## config.mk

```make
export PLATFORM = sky130hd
export DESIGN_NAME = dmem_responder
export DESIGN_NICKNAME = d
export VERILOG_FILES = /design/src/rtl/dmem_responder.sv
export SDC_FILE = /design/constraint.sdc
export NUM_CORES = 2
export LEC_CHECK = 0
export BUFFER_PORTS_ARGS = -buffer_cell sky130_fd_sc_hd__buf_4
export CORE_ASPECT_RATIO = 0.6
export CORE_UTILIZATION = 49
export DETAILED_ROUTE_END_ITERATION = 10
export PLACE_DENSITY = 0.61
export REMOVE_ABC_BUFFERS = 1
export SLEW_MARGIN = 20
export SYNTH_ARGS = -nofsm -noshare
export SYNTH_HDL_FRONTEND = slang
export SYNTH_MEMORY_MAX_BITS = 65536
export SYNTH_SLANG_ARGS = --single-unit
```

## constraint.sdc

```tcl
create_clock -name clk -period 12.2 [get_ports clk]
set_input_delay 2.44 -clock clk [delete_from_list [all_inputs] [get_ports clk]]
set_output_delay 2.44 -clock clk [all_outputs]
set_load 0.03 [all_outputs]
```

## src/rtl/dmem_responder.sv

```systemverilog
// Data-memory responder: zero-wait-state loads, stores posted into an
// in-order store buffer that drains into a single-port word RAM whenever
// the RAM port is otherwise idle. Loads forward from the youngest
// matching buffered store.
module dmem_responder #(
   parameter int N     = 64,
   parameter int DEPTH = 4,
   parameter int AW    = 6
) (
   input  logic                       clk,
   input  logic                       reset,
   input  logic [N-1:0]               DM_addr,
   input  logic [N-1:0]               DM_writeData,
   input  logic                       DM_writeEnable,
   input  logic                       DM_readEnable,
   output logic [N-1:0]               DM_readData,
   output logic [$clog2(DEPTH):0]     sb_count,
   output logic                       sb_empty,
   output logic                       sb_full
);

   localparam int PW = $clog2(DEPTH);
   localparam int CW = PW + 1;

   // Word RAM (contents deliberately not reset) and store-buffer entries
   logic [N-1:0]    ram     [2**AW];
   logic [AW-1:0]   sb_idx  [DEPTH];
   logic [N-1:0]    sb_data [DEPTH];
   logic [DEPTH-1:0] valid_reg;

   logic [PW-1:0]   head_reg, head_next;
   logic [PW-1:0]   tail_reg, tail_next;
   logic [CW-1:0]   count_reg, count_next;

   logic [AW-1:0]   req_idx;
   logic            read_req;
   logic            write_req;
   logic            full;
   logic            empty;
   logic            drain;
   logic            hit;
   logic [N-1:0]    fwd_data;
   logic            unused_bits;

   // Byte offset and address bits above the RAM range are ignored (aliasing)
   assign req_idx     = DM_addr[AW+2:3];
   assign unused_bits = ^{DM_addr[N-1:AW+3], DM_addr[2:0]};

   // A cycle with both enables is a read; the write is dropped
   assign read_req  = DM_readEnable;
   assign write_req = DM_writeEnable & ~DM_readEnable;
   assign full      = (count_reg == CW'(DEPTH));
   assign empty     = (count_reg == '0);

   // The RAM port drains on idle cycles, or when a store arrives at a full buffer
   assign drain = (~read_req & ~write_req & ~empty) | (write_req & full);

   // Next pointer/count values
   always_comb begin
      head_next  = head_reg;
      tail_next  = tail_reg;
      count_next = count_reg;
      if (write_req)
         tail_next = tail_reg + 1'b1;
      if (drain)
         head_next = head_reg + 1'b1;
      if (write_req && !full)
         count_next = count_reg + 1'b1;
      else if (drain && !write_req)
         count_next = count_reg - 1'b1;
   end

   // Pointer and occupancy registers
   always_ff @(posedge clk or posedge reset) begin
      if (reset) begin
         head_reg  <= '0;
         tail_reg  <= '0;
         count_reg <= '0;
      end else begin
         head_reg  <= head_next;
         tail_reg  <= tail_next;
         count_reg <= count_next;
      end
   end

   // Per-entry valid bit; an enqueue wins over a drain of the same slot (full case)
   generate
      for (genvar gi = 0; gi < DEPTH; gi++) begin : g_valid
         always_ff @(posedge clk or posedge reset) begin
            if (reset)
               valid_reg[gi] <= 1'b0;
            else if (write_req && tail_reg == PW'(gi))
               valid_reg[gi] <= 1'b1;
            else if (drain && head_reg == PW'(gi))
               valid_reg[gi] <= 1'b0;
         end
      end
   endgenerate

   // Entry payload capture at the tail
   always_ff @(posedge clk) begin
      if (write_req) begin
         sb_idx[tail_reg]  <= req_idx;
         sb_data[tail_reg] <= DM_writeData;
      end
   end

   // Oldest entry drains into RAM
   always_ff @(posedge clk) begin
      if (drain)
         ram[sb_idx[head_reg]] <= sb_data[head_reg];
   end

   // Forwarding search in age order, oldest first, so the youngest match wins
   always_comb begin
      logic [PW-1:0] pos;
      hit      = 1'b0;
      fwd_data = '0;
      pos      = '0;
      for (int k = 0; k < DEPTH; k++) begin
         pos = head_reg + PW'(k);
         if (valid_reg[pos] && sb_idx[pos] == req_idx) begin
            hit      = 1'b1;
            fwd_data = sb_data[pos];
         end
      end
   end

   // Same-cycle load data; zero when not reading or while in reset
   always_comb begin
      DM_readData = '0;
      if (!reset && read_req)
         DM_readData = hit ? fwd_data : ram[req_idx];
   end

   assign sb_count = count_reg;
   assign sb_empty = empty;
   assign sb_full  = full;

endmodule
```

Word level (Yosys, flattened, before mapping)
Memories as Yosys holds them, arrays and structs flattened. Cells that the tools add are included.

Flip-flop bits (word level): 11. Bits in latches: 0. Bits in writable memories: 4376. Memory bits (read-only): 0. Bits of input ports: 132. Output and inout port bits: 69. Word-level logic and storage cells: 97. Memories: 3.

Add/sub/neg operators: 6. Multiply operators: 0. Divide/modulo/power cells: 0. Order comparisons: 4. Eq/ne operators: 11. Shifts and indexed selects: 0. Multiplexer cells: 32. Bitwise gates (word level): 8. Reduce and logical (&&, ||, !) cells: 26.

Memory list: ram (words 64, width 64, rd ports 1, clocked after Yosys merged registers in 0, wr ports 1, line 26) `logic [N-1:0] ram [2**AW];`; sb_data (words 4, width 64, rd ports 4, clocked after Yosys merged registers in 0, wr ports 1, line 28) `logic [N-1:0] sb_data [DEPTH];`; sb_idx (words 4, width 6, rd ports 4, clocked after Yosys merged registers in 0, wr ports 1, line 27) `logic [AW-1:0] sb_idx [DEPTH];`.

Operators with widths (count): 64-bit two-way mux (6); 6-bit equality test (4); 1-bit two-way mux (20); 1-bit logical AND (15); 2-bit by 3-bit less-than comparator with 1-bit output (second input constant) (4); 2-bit nonzero test (5); 1-bit binary-select mux with 2-bit select (4); 2-bit equality test (second input constant) (4); 3-bit two-way mux (2); 2-bit by 1-bit adder with 2-bit output (second input constant) (2); 2-bit adder (second input constant) (2); 1-bit bitwise AND (4); 2-bit by 1-bit equality test with 1-bit output (second input constant) (2); 2-bit logical NOT (2); 3-bit by 1-bit adder with 3-bit output (second input constant) (1); 3-bit equality test (second input constant) (1); 1-bit logical NOT (3); 3-bit logical NOT (1); 1-bit inverter (3); 3-bit by 1-bit subtractor with 3-bit output (second input constant) (1); 1-bit bitwise OR (1).

Longest topological paths before layout
Depth after elaboration: 9. Mapped depth: 16. Gate-level depth less buffers: 10.

Least setup slack after synthesis
Ideal clock, no wire load.

Path kind: input -> output. Start: input port DM_addr[5]. End: output port DM_readData[25]. Data arrival time: 5169 ps. Data required time: 9760 ps. Setup slack: 4591 ps. Stages on the path: 13. Path buffers: 5. Path through: buf_2 > and2_1 > clkbuf_1 > buf_2 > buf_2 > clkbuf_1 > a221oi_1 > o21ai_0 > a211oi_1 > nor3_1 > nand3_1 > o211ai_1 > a311oi_1.

Longest elaborated chain between the ends: 8. Elaborated cells on any way between the ends: 19. Those cells by class: eq/ne (4); mux (10); reduce/logical (4); memory (1).

Ends and longest elaborated chain: from (decl) (line 12) `input logic [N-1:0] DM_addr,`; 6-bit equality test (line 122) `if (valid_reg[pos] && sb_idx[pos] == req_idx) begin`; 1-bit logical AND (line 122); 64-bit two-way mux / 1-bit two-way mux (equally long branches) (4 in series) (line 122); 64-bit two-way mux * (line 133) `DM_readData = hit ? fwd_data : ram[req_idx];`; 64-bit two-way mux * (line 132) `if (!reset && read_req)`; to (decl) (line 16) `output logic [N-1:0] DM_readData,`.

Every way passes the cells marked *; elsewhere a longest branch is shown, timed or not.

Worst setup path in the final report
Start: register head_reg[1]. End: output port DM_readData[35].

Longest elaborated chain between the ends: 9. Elaborated cells on any way between the ends: 31. Those cells by class: add/sub (3); eq/ne (4); mux (18); reduce/logical (4); memory (2).

Ends and longest elaborated chain: from (decl) (line 31) `logic [PW-1:0] head_reg, head_next;`; from (signal assigned) (line 80) `head_reg <= head_next;`; 2-bit by 1-bit adder with 2-bit output (tied with other cells) (line 121) `pos = head_reg + PW'(k);`; memory read 4 x 6 bit (tied with other cells); 6-bit equality test (tied with other cells) (line 122); 1-bit logical AND (tied with other cells) (line 122); 64-bit two-way mux / 1-bit two-way mux (equally long branches) (3 in series) (line 122); 64-bit two-way mux * (line 133); 64-bit two-way mux * (line 132).

Every way passes the cells marked *; elsewhere a longest branch is shown, timed or not. The select of a mux whose other input is x is not followed.

==> summary.md <==
| Metric | Value |
|---|---|
| VDD IR-drop max | `around 160 uV` |
| Final #Nets | `9438` |
| Largest register FFs | `around 4100` |
| Total Power | `just under 40 mW` |
| H-tree levels | `5` |
| Initial antenna violation count | `24` |
| Max Cap Viol | `0` |
| Final Hold Vio Count | `0` |
| CP arrival | `8.04 ns` |
| Top Family by Delay on Critical Path | `buffers and inverters` |
| FF/Latch Area | `about 130000 um^2` |
| Final setup margin | `around 1.7 ns` |
| Num Clock Sinks | `4387` |
| Max Freq | `roughly 95 MHz` |
| Synth Flop Type | `edfxtp_1` |
| Post-CTS sizing | `0` |
| GR met1 Demand/Resource | `0.4583` |
| Crit path time final | `about 10 ns` |
| First-pass GRT wire length | `between 700 and 800 mm` |
| Actual slew at the worst max-slew pin | `approximately 1.3 ns` |
| Pleak | `around 63 nW` |
| Util after Layout | `0.5553` |
| RePlAce Congestion | `0.8152` |
| Synthesized cell area | `around 180000 um^2` |
| DR vias | `approximately 99000` |
| Clk_lat worst skew | `1.00 ns` |
| CTS tree | `yes` |
| Critical Path Slowest Stage Cell | `dfrtp_4` |
| Tot GR Track Use | `0.2994` |
| DP Cell Count | `approximately 14000` |
| Largest net degree at the start of global routing | `~120` |
| Ratio of cells with drive above 1 in the final layout | `0.2137` |
| DRC errors left | `0` |
| Drt wl/cell | `roughly 39 um` |
| Max Slew Vio Count | `0` |
| Pre-CTS setup slack | `between 2 and 2.5 ns` |
| Filler Cells Inserted | `between 20000 and 30000` |
| Root buf cell | `clkbuf_16` |
| Critical Path, Cell by Cell | `inv_4 > ha_4 > inv_2 > a2111oi_0 > a31oi_4 > buf_4 > or2_2 > buf_4 > nand2_2 > buf_4 > o211ai_1 > a31oi_1 > buf_4 > buf_4` |
| Unrepaired setup endpoints after global routing | `no` |
| Post-synth ARST share | `0.002507` |
| CP Launch Type | `flop` |
| Row count | `~170` |
| Die Span Y | `466.0 um` |
| Synth warn | `0` |
| Hold Slack | `about 0.53 ns` |
| Gr busiest metal | `met1` |
| Layout area overhead | `12.18%` |
| Final Cycle Share | `0.8587` |
| Count of input and output buffers | `about 140` |
| Status | `complete, no violations` |
| Finished Layout Cells | `~14000` |
| Critical path fanouts, max | `58` |
| Multi-input gate area | `around 42000 um^2` |
| Die area | `roughly 360000 um^2` |
| Critical path's most frequent cell | `buf_4` |
| WP data required | `9.76 ns` |
| 1st-iter DRT viols | `approximately 15000` |
| Yosys reg bits | `~4400` |
| Vias in the first global route | `approximately 94000` |
| Post-cts hold buffer count | `0` |
| Endpoints failing setup | `0` |
| Slew headroom | `0.1635` |
| Met3 usage | `0.06650` |
| Post-synth EDFFs | `4376` |
| Final Skew | `0.06516 ns` |
| Register area share after synthesis | `0.7488` |
| Worst Setup End Kind | `output pin` |
| Starting Density | `0.4950` |
| Cell count after synthesis | `9004` |
| Pwr Density | `roughly 200 nW/um^2` |
| WL final | `roughly 550 mm` |
| Max stage delay on crit path | `0.95 ns` |
| Worst min path class | `flop to flop` |
| Die W | `roughly 780 um` |
| Syn_area_per_cell | `approximately 20 um^2` |
| GRT overflow | `0` |
| Netlist cell types | `72` |
| Area of the core | `355200 um^2` |
| 1st-pass router iterations | `8` |
| IO Count | `201` |
| Hpwl dp | `between 200 and 300 mm` |
| Inserted Clock Buffers | `402` |
| Final ANT Viol Nets | `0` |
| CTS Buffer Depth | `4` |
| Setup bufs post-CTS | `0` |
| Met2 usage | `0.4283` |
| DR vias/cell | `around 6.9` |
| Setup CP Type | `flop to output pin` |
| Worst-path clk slew | `0.06 ns` |
| Buf+Inv Stages, Crit Path | `7` |
## cell usage in the layout, fill, tap and decap left out, types with 33 or more instances in the layout
cell / instances
a22oi_1: 79
buf_12: 34
a211oi_1: 112
a21oi_1: 117
mux2_2: 80
a221o_1: 124
or3_1: 33
clkinv_2: 76
a221oi_1: 272
clkinv_1: 92
a31oi_1: 85
mux4_2: 723
clkbuf_1: 62
nor3_1: 159
nand2_1: 159
buf_4: 452
a21oi_4: 52
mux2i_1: 954
nor2_1: 191
edfxtp_1: 4376
o211ai_1: 124
nand3_1: 77
nor2_4: 68
o21ai_0: 327
bufinv_16: 53
clkbuf_16: 409
## logic make-up after synthesis
family                     after synthesis  synth area share
and+or+nand+nor                        795           0.02073
buffers and inverters                  619           0.01877
adders and majority gates                9         0.0006831
AOI/OAI and AO/OA                     1397           0.05620
DFF                                   4387            0.7488
xor gates and xnor gates                28          0.001395
muxes                                 1769            0.1534
## power breakdown
part	switching (mW)	leakage, nW	internal, mW
combinational	5.16	17.2	1.85
clock	5.66	6.42	7.26
sequential	0.191	39.4	19.5
total	11.0	63.0	28.6
## layout make-up
cell class                 count  share of cell area
antenna                        4          0.00005074
clock buffer                 471             0.05306
sequential                  4387              0.6676
multi-input combinational   3998              0.2136
tap                         4702             0.02982
clock inverter               261             0.01392
timing repair buffer         495             0.02163
inverter                      13           0.0003362
## worst paths after layout
kind,startpoint,end,slack [ns],depth (start not counted)
worst min register to register,valid_reg[2],valid_reg[2],0.53,1
worst min-delay path,valid_reg[2],valid_reg[2],0.53,1
min in group asynchronous,reset,sb_count[2],1.53,2
worst max register to register,head_reg[1],ram[51][59],6.01,7
max in group asynchronous,reset,head_reg[0],10.24,2
worst max-delay path,head_reg[1],DM_readData[35],1.72,14
## through the flow
| step | area [um^2] | setup TNS [ns] |
|---|---|---|
| 6_report | 197300 | 0 |
| 4_1_cts | 197100 | 0 |
| 3_3_place_gp | 183900 | 0 |
| 3_5_place_dp | 183900 | 0 |
| 5_1_grt | 197300 | 0 |
| 2_1_floorplan | 172600 | -5149.95 |
## worst reg2reg max path, stage by stage, from the launching register on
cell      delay (ns)
dfrtp_4         0.77
inv_4           0.75
mux2i_1         0.73
and3_1          0.27
nand2b_1        0.47
nor2_4          0.93
buf_4           0.97
buf_4           0.85
## cells in the mapped netlist, types with 33 or more instances
master    number  share of area
a221oi_1     272          0.014
a211oi_1     112         0.0048
buf_2        130         0.0037
mux2i_1      954          0.054
buf_6         59         0.0038
clkbuf_1     267         0.0057
mux4_2       730          0.093
mux2_2        80         0.0051
or3_1         33         0.0012
a31oi_1       86         0.0031
o211ai_1     124         0.0053
nor2_1       261         0.0056
buf_4         93         0.0040
a221o_1      124         0.0071
nand2_1      162         0.0035
nor3_1       159         0.0045
buf_1         55         0.0012
nand3_1       77         0.0022
o21ai_0      327         0.0093
edfxtp_1    4376           0.75
a21oi_1      169         0.0048
a22oi_1       79         0.0034
## routing by layer
layer,wire length (um),vias to the layer above
li1,-,38311
met1,224100,52239
met2,235500,6929
met3,71730,1110
met4,21290,22
met5,138,-
Note: power is estimated with default switching activity, not from simulation.
